===== src/rtl/wb_pkg.sv =====
// Shared writeback-stage types: wb source select, load funct3 codes,
// and the MEM/WB register bundle.
package wb_pkg;

  typedef enum logic [1:0] {
    WB_ALU  = 2'b00,
    WB_LOAD = 2'b01,
    WB_PC4  = 2'b10,
    WB_RSVD = 2'b11
  } wb_sel_e;

  localparam logic [2:0] F3_LB  = 3'b000;
  localparam logic [2:0] F3_LH  = 3'b001;
  localparam logic [2:0] F3_LW  = 3'b010;
  localparam logic [2:0] F3_LBU = 3'b100;
  localparam logic [2:0] F3_LHU = 3'b101;

  typedef struct packed {
    logic        valid;
    logic [31:0] pc;
    logic [4:0]  rd_addr;
    logic        rd_wren;
    wb_sel_e     wb_sel;
    logic [2:0]  funct3;
    logic [31:0] alu_result;
    logic [31:0] ld_rdata;
  } mem_wb_t;

endpackage


===== src/rtl/load_extend.sv =====
// Load data extraction: picks byte/half/word at the address offset,
// extends it, and flags misaligned half/word accesses.
module load_extend
  import wb_pkg::*;
(
  input  logic [31:0] i_word,
  input  logic [1:0]  i_offset,
  input  logic [2:0]  i_funct3,
  output logic [31:0] o_data,
  output logic        o_misalign
);

  logic [31:0] byte_sh;
  logic [31:0] half_sh;
  logic [7:0]  b;
  logic [15:0] h;

  always_comb begin
    byte_sh = i_word >> {i_offset, 3'b000};
    half_sh = i_word >> {i_offset[1], 4'b0000};
    b = byte_sh[7:0];
    h = half_sh[15:0];
    o_data = i_word;
    o_misalign = (i_offset != 2'b00);
    unique case (i_funct3)
      F3_LB: begin
        o_data = {{24{b[7]}}, b};
        o_misalign = 1'b0;
      end
      F3_LBU: begin
        o_data = {24'd0, b};
        o_misalign = 1'b0;
      end
      F3_LH: begin
        o_data = {{16{h[15]}}, h};
        o_misalign = i_offset[0];
      end
      F3_LHU: begin
        o_data = {16'd0, h};
        o_misalign = i_offset[0];
      end
      // LW and unused encodings behave as a full-word load
      default: begin
        o_data = i_word;
        o_misalign = (i_offset != 2'b00);
      end
    endcase
  end

endmodule


===== src/rtl/mem_wb_stage.sv =====
// MEM/WB pipeline register with writeback mux, regfile write port
// drive and retired-instruction counter.
module mem_wb_stage
  import wb_pkg::*;
#(
  parameter int XLEN  = 32,
  parameter int CNT_W = 64
) (
  input  logic             i_clk,
  input  logic             i_reset,
  input  logic             i_stall,
  input  logic             i_flush,
  input  logic             i_mem_valid,
  input  logic [XLEN-1:0]  i_mem_pc,
  input  logic [4:0]       i_mem_rd_addr,
  input  logic             i_mem_rd_wren,
  input  logic [1:0]       i_mem_wb_sel,
  input  logic [2:0]       i_mem_funct3,
  input  logic [XLEN-1:0]  i_mem_alu_result,
  input  logic [XLEN-1:0]  i_mem_ld_rdata,
  output logic [4:0]       o_rd_addr,
  output logic [XLEN-1:0]  o_rd_data,
  output logic             o_rd_wren,
  output logic             o_wb_valid,
  output logic [XLEN-1:0]  o_wb_pc,
  output logic             o_ld_misalign,
  output logic [CNT_W-1:0] o_instret
);

  mem_wb_t          wb_q, wb_d;
  logic [CNT_W-1:0] instret_q, instret_d;
  logic [31:0]      ld_data;
  logic             ld_mis;
  logic             mis;
  logic             retire;

  load_extend u_ld (
    .i_word     (wb_q.ld_rdata),
    .i_offset   (wb_q.alu_result[1:0]),
    .i_funct3   (wb_q.funct3),
    .o_data     (ld_data),
    .o_misalign (ld_mis)
  );

  assign mis = (wb_q.wb_sel == WB_LOAD) & ld_mis;
  // A stalled instruction has not left WB yet, even if flushed
  assign retire = wb_q.valid & ~mis & ~i_stall;

  always_comb begin
    wb_d = wb_q;
    if (i_flush) begin
      wb_d = '0;
    end else if (!i_stall) begin
      wb_d.valid      = i_mem_valid;
      wb_d.pc         = i_mem_pc;
      wb_d.rd_addr    = i_mem_rd_addr;
      wb_d.rd_wren    = i_mem_rd_wren;
      wb_d.wb_sel     = wb_sel_e'(i_mem_wb_sel);
      wb_d.funct3     = i_mem_funct3;
      wb_d.alu_result = i_mem_alu_result;
      wb_d.ld_rdata   = i_mem_ld_rdata;
    end
    instret_d = instret_q + CNT_W'(retire);
  end

  always_ff @(posedge i_clk or negedge i_reset) begin
    if (!i_reset) begin
      wb_q      <= '0;
      instret_q <= '0;
    end else begin
      wb_q      <= wb_d;
      instret_q <= instret_d;
    end
  end

  always_comb begin
    o_rd_data = wb_q.alu_result;
    unique case (wb_q.wb_sel)
      WB_LOAD: o_rd_data = mis ? 32'd0 : ld_data;
      WB_PC4:  o_rd_data = wb_q.pc + 32'd4;
      default: o_rd_data = wb_q.alu_result;
    endcase
  end

  assign o_rd_addr     = wb_q.rd_addr;
  assign o_rd_wren     = wb_q.valid & wb_q.rd_wren
                       & (wb_q.rd_addr != 5'd0) & ~mis;
  assign o_wb_valid    = wb_q.valid;
  assign o_wb_pc       = wb_q.pc;
  assign o_ld_misalign = mis;
  assign o_instret     = instret_q;

endmodule


===== config.mk =====
export PLATFORM = sky130hd
export DESIGN_NAME = mem_wb_stage
export DESIGN_NICKNAME = d
export VERILOG_FILES = /design/src/rtl/wb_pkg.sv /design/src/rtl/load_extend.sv /design/src/rtl/mem_wb_stage.sv
export SDC_FILE = /design/constraint.sdc
export NUM_CORES = 1
export LEC_CHECK = 0
export BUFFER_PORTS_ARGS = -buffer_cell sky130_fd_sc_hd__buf_2
export CAP_MARGIN = 20
export CORE_UTILIZATION = 49
export CTS_BUF_LIST = sky130_fd_sc_hd__clkbuf_16
export DETAILED_ROUTE_END_ITERATION = 16
export PLACE_DENSITY = 0.78
export SLEW_MARGIN = 40
export SYNTH_ARGS = -nofsm -noshare
export SYNTH_HDL_FRONTEND = slang
export SYNTH_HIERARCHICAL = 1
export SYNTH_SLANG_ARGS = --single-unit

===== constraint.sdc =====
create_clock -name i_clk -period 2.4 [get_ports i_clk]
set_input_delay 0.48 -clock i_clk [delete_from_list [all_inputs] [get_ports i_clk]]
set_output_delay 0.48 -clock i_clk [all_outputs]
set_load 0.01 [all_outputs]

# == Word-level counts from Yosys, hierarchy flattened ==
# Index checks and enable logic that the tools add are counted.
# word_totals
register_bits,172
out_inout_bits,136
# op_classes
muxes,6
n_eq_ne,6
n_bitwise,8
n_shift,2
add_sub_neg,2
reduce_logical,5
# ops
operator,n
108-bit 2-to-1 mux,2
32-bit case mux with 4 select lines,1
64-bit by 1-bit adder with 64-bit output,1
32-bit case mux with 2 select lines,1
32-bit by 3-bit adder with 32-bit output (second input constant),1
32-bit 2-to-1 mux,1
32-bit by 5-bit >> shifter with 16-bit output,1
32-bit by 5-bit >> shifter with 8-bit output,1
1-bit bitwise AND,6
3-bit == test (second input constant),2
5-bit nonzero test,1
2-bit OR reduction,2
3-bit by 1-bit == test with 1-bit output (second input constant),1
3-bit logical NOT,1
2-bit by 1-bit == test with 1-bit output (second input constant),1
2-bit == test (second input constant),1
2-bit by 1-bit != test with 1-bit output (second input constant),1
1-bit NOT,2
1-bit case mux with 2 select lines,1
2-bit nonzero test,1

# == Logic depth before layout (Yosys ltp) ==
# logic_depth
ltp_word,8
depth_mapped,14
depth_no_buf,12

# == Cells and area by module ==
# The synthesis kept the hierarchy.
# by_module_without_submodules
mod,cells_each,area_per_inst_um2,n_inst,seq_area_each_um2
mem_wb_stage,855,8903.5,1,4304.1
load_extend,119,769.5,1,0.0

# == Least setup slack after synthesis ==
# No wires, ideal clock.
# synth_timing
path_type,input to register
from,input i_stall
to,register instret_q[61] (netlist: o_instret[61])
t_arrival_ns,2.797
setup_time_ns,0.079
n_path_buf,4
path_stages,11
t_required_ns,2.321
path_slack_ns,-0.476
cell_sequence,clkbuf_1 buf_2 buf_1 nor2_1 ha_1 nand3_4 nor4_4 nand3_4 buf_6 nor4_4 xor2_1
# synth_between
elab_chain_cells,3
# synth_lines
element,line_no,text
"start, declared",mem_wb_stage.sv:11,"input logic i_stall,"
1-bit NOT,mem_wb_stage.sv:47,assign retire = wb_q.valid & ~mis & ~i_stall;
1-bit bitwise AND,mem_wb_stage.sv:47,
64-bit by 1-bit adder with 64-bit output,mem_wb_stage.sv:63,instret_d = instret_q + CNT_W'(retire);
net instret_d[61],mem_wb_stage.sv:31,"logic [CNT_W-1:0] instret_q, instret_d;"
"end signal, assigned",mem_wb_stage.sv:72,instret_q <= instret_d;
"end, declared",mem_wb_stage.sv:31,
# The timed path passes the listed nets, and every way through them passes these cells.
# A chain may end at the register's enable or synchronous reset.

# == Final worst setup path ==
# layout_timing
from,register wb_q[32] (netlist name)
to,output o_rd_data[8]
# layout_between
elab_cells_between_ends,7
cone_classes,shift: 1; mux: 4; bitwise: 1; reduce/logical: 1
# layout_rtl
element,line_no,text
"start, declared",mem_wb_stage.sv:30,"mem_wb_t wb_q, wb_d;"
"start signal, assigned",mem_wb_stage.sv:71,wb_q <= wb_d;
32-bit by 5-bit >> shifter with 8-bit output,load_extend.sv:19,"byte_sh = i_word >> {i_offset, 3'b000};"
32-bit case mux with 4 select lines,load_extend.sv:25,unique case (i_funct3)
net ld_data[8],mem_wb_stage.sv:32,logic [31:0] ld_data;
32-bit 2-to-1 mux,mem_wb_stage.sv:79,WB_LOAD: o_rd_data = mis ? 32'd0 : ld_data;
32-bit case mux with 2 select lines,mem_wb_stage.sv:78,unique case (wb_q.wb_sel)
"end, declared",mem_wb_stage.sv:22,"output logic [XLEN-1:0] o_rd_data,"
# The timed path passes the listed nets, and every way through them passes these cells.

==> qor.txt <==
status: finished, violations left
violated checks: negative setup slack
DRC viols: 0
Post-synth EDFFs: 0
clock net sink count: 172
top cells by count, synth: dfrtp_1, nor2_1, mux2i_1
H-tree depth: 4
Static Leakage: 6.79 nW
Syn Std Cell Area: 9670 µm²
Worst Hold Class: primary input to flop
CP Launch Type: flop
row count: 51
post-layout net count: 1364
first drt pass iteration count: 5
RSZ-0062 raised after global routing: yes
share of the synthesized area in the top cell type: 44.5%
Placement Setup Slack: -185 ps
Core ar.: 19400 µm²
Worst setup EP type: output pin
Mapped Cells: 974
total number of vias: 8605
Worst IR Drop VDD: 0.472 mV
syn nets: 1091
Num CTS Buffers: 17
initial antenna violation count: 6
hold depth: 3
routed wire length per instance: 19.9 µm
Synth Warn #: 6
mean post-synth cell area: 9.93 µm²
share of flip-flops with an asynchronous set or reset after synthesis: 100%
Top FF cell, synth: dfrtp_1
Reg clk slew, reported paths: 70 ps
final period utilization: 121%
pin count of the biggest net entering global routing: 109
worst setup margin: -504 ps
GPL Wtd Cong: 0.971
# IOs: 248
chip width: 143 µm
Simple-Gate Fraction of Synth Area: 19.9%
Final min period: 2900 ps
PwrDens: 552 nW/µm²
global-route wire length before repair: 45900 µm
Seq/Total Area, Yosys: 44.5%
Least-Margin Pin Slew: 851 ps
crit-path max FO: 5
Required @ worst endpoint: 1920 ps
count leader, synth: dfrtp_1
gr ovfl total: 0
vias per std cell: 5.63
Synth Area in XOR/XNOR: 8.06%
post-synthesis compound-gate area fraction: 7.44%
main combinational cell family by area after synthesis: simple AND/OR/NAND/NOR gates
Max transition margin: 43.1%
fin. max-slew vios: 0
drt initial violations: 540
port buffer count: 247
die area: 20300 µm²
Detail Placement HPWL: 20200 µm
die height: 143 µm
top achievable clock speed: 344 MHz
TritonCTS clock tree: yes
CTS Root Cell: clkbuf_16
Seq cells post-synth: 172
total power: 0.00711 W
post-synthesis adder-cell area fraction: 0.647%
clk buf depth: 2
Skew-Pair Late Insertion Delay: 430 ps
final setup violating endpoints: 77
Worst Setup Path Type: flop to output pin
Area contributors post-synth: dfrtp_1, mux2i_1, nor2_1, xor2_1, xnor2_1
R2R depth: 15
layout cells sized above 1: 38.5%
vias in the first global route: 8376
Routed WL: 30400 µm
MaxCap Viol Count: 0
Total Routing Usage GR: 29.9%
synth unique cells: 53
ANT nets after route: 0
post-synthesis mux area share: 12.5%
Starting Density: 49.9%
WP data arrival: 2420 ps
post-route clock skew: 16.0 ps
endpoints failing hold: 0
Area growth, synth to finish: 33.1%
post-synth top area cell: dfrtp_1
==> cell type report <==
cell class / instances / area [µm²]
Inverter: 40 / 150
Timing Repair Buffer: 344 / 2220
Clock buffer: 17 / 425
Sequential cell: 172 / 4310
Fill cell: 1522 / 6520
Antenna cell: 3 / 7.51
Clock inverter: 15 / 145
Tap cell: 265 / 332
Multi-Input combinational cell: 672 / 5290
==> critical path, cell delays in order, from the launching register on <==
cell and delay (ps):
dfrtp_2 460, buf_4 150, mux2_4 330, a221oi_4 300
buf_4 160, o21ai_1 80, a22oi_1 230, o21ai_1 130
buf_2 160
==> path summary, 6_finish.rpt <==
| path | slack, ps | start | end |
|---|---|---|---|
| min reg2reg | 490 | o_instret[63]$_DFF_PN0_ | o_instret[63]$_DFF_PN0_ |
| min in group asynchronous | 560 | i_reset | wb_q[18]$_DFFE_PN0P_ |
| max reg2reg | -340 | wb_q[32]$_DFFE_PN0P_ | o_instret[43]$_DFF_PN0_ |
| min | 290 | i_mem_alu_result[28] | wb_q[60]$_DFFE_PN0P_ |
| max in group asynchronous | 1140 | i_reset | o_instret[53]$_DFF_PN0_ |
| max | -500 | wb_q[32]$_DFFE_PN0P_ | o_rd_data[8] |
==> flip-flops by register name, indices dropped and copies added (netlist names) <==
register,cells
o_wb_valid,1
o_rd_addr,5
wb_q,70
o_wb_pc,32
o_instret,64
==> routing by layer <==
metal,track usage (%),wire length (µm),up-vias
li1,-,-,3897
met1,37.0,12100,4208
met2,49.3,14800,416
met3,6.93,2320,80
met4,14.1,1180,4
met5,0,23,-
==> report_power, final <==
group	internal [W]	total, W	switching [W]
clock	0.00139	0.00273	0.00133
combinational	0.000528	0.00119	0.000663
sequential	0.00303	0.00320	0.000165
==> cells by family (layout without fill, tap and decap cells) <==
kind of cell,after synthesis,in the layout
simple gates,358,359
flops,172,172
buf+inv,131,416
mux,119,119
compound gates,100,100
xor+xnor,89,89
fa+ha+maj,5,5
other cells,0,3
==> cells in the final DEF (no fill, tap or decap), types with 12 or more instances in the layout <==
cell type,instances
nor2_1,123
dfrtp_1,170
buf_6,12
buf_4,73
o221ai_2,15
nor3_4,14
nor4_4,19
nand3_1,33
and3_1,17
clkbuf_16,17
mux2i_1,114
a21oi_1,23
inv_1,39
nand2_1,77
buf_2,244
nand4_1,14
xnor2_1,33
xor2_1,53
==> through the flow <==
stage	cells	hold WS (ps)	instance area (µm²)	util [%]	TNS, ps
after floorplan	974	184	9840	-	-1800
after global placement	1472	442	11500	59.3	-1810
after detailed placement	1472	445	11500	59.3	-4500
after CTS	1520	272	12700	65.4	-17970
after global routing	1527	281	12900	66.4	-31830
final	1528	290	12900	66.4	-22620
==> repair_timing <==
item                                    4_1_cts  5_1_grt
hold endpoints to repair                     38        0
pin swaps                                    34       29
hold buffers                                  1        0
setup buffers                                12        5
cloned                                        4        0
gates resized for setup                      83       28
endpoints found under the setup margin       66       83
Note: power is estimated with default switching activity, not from simulation.
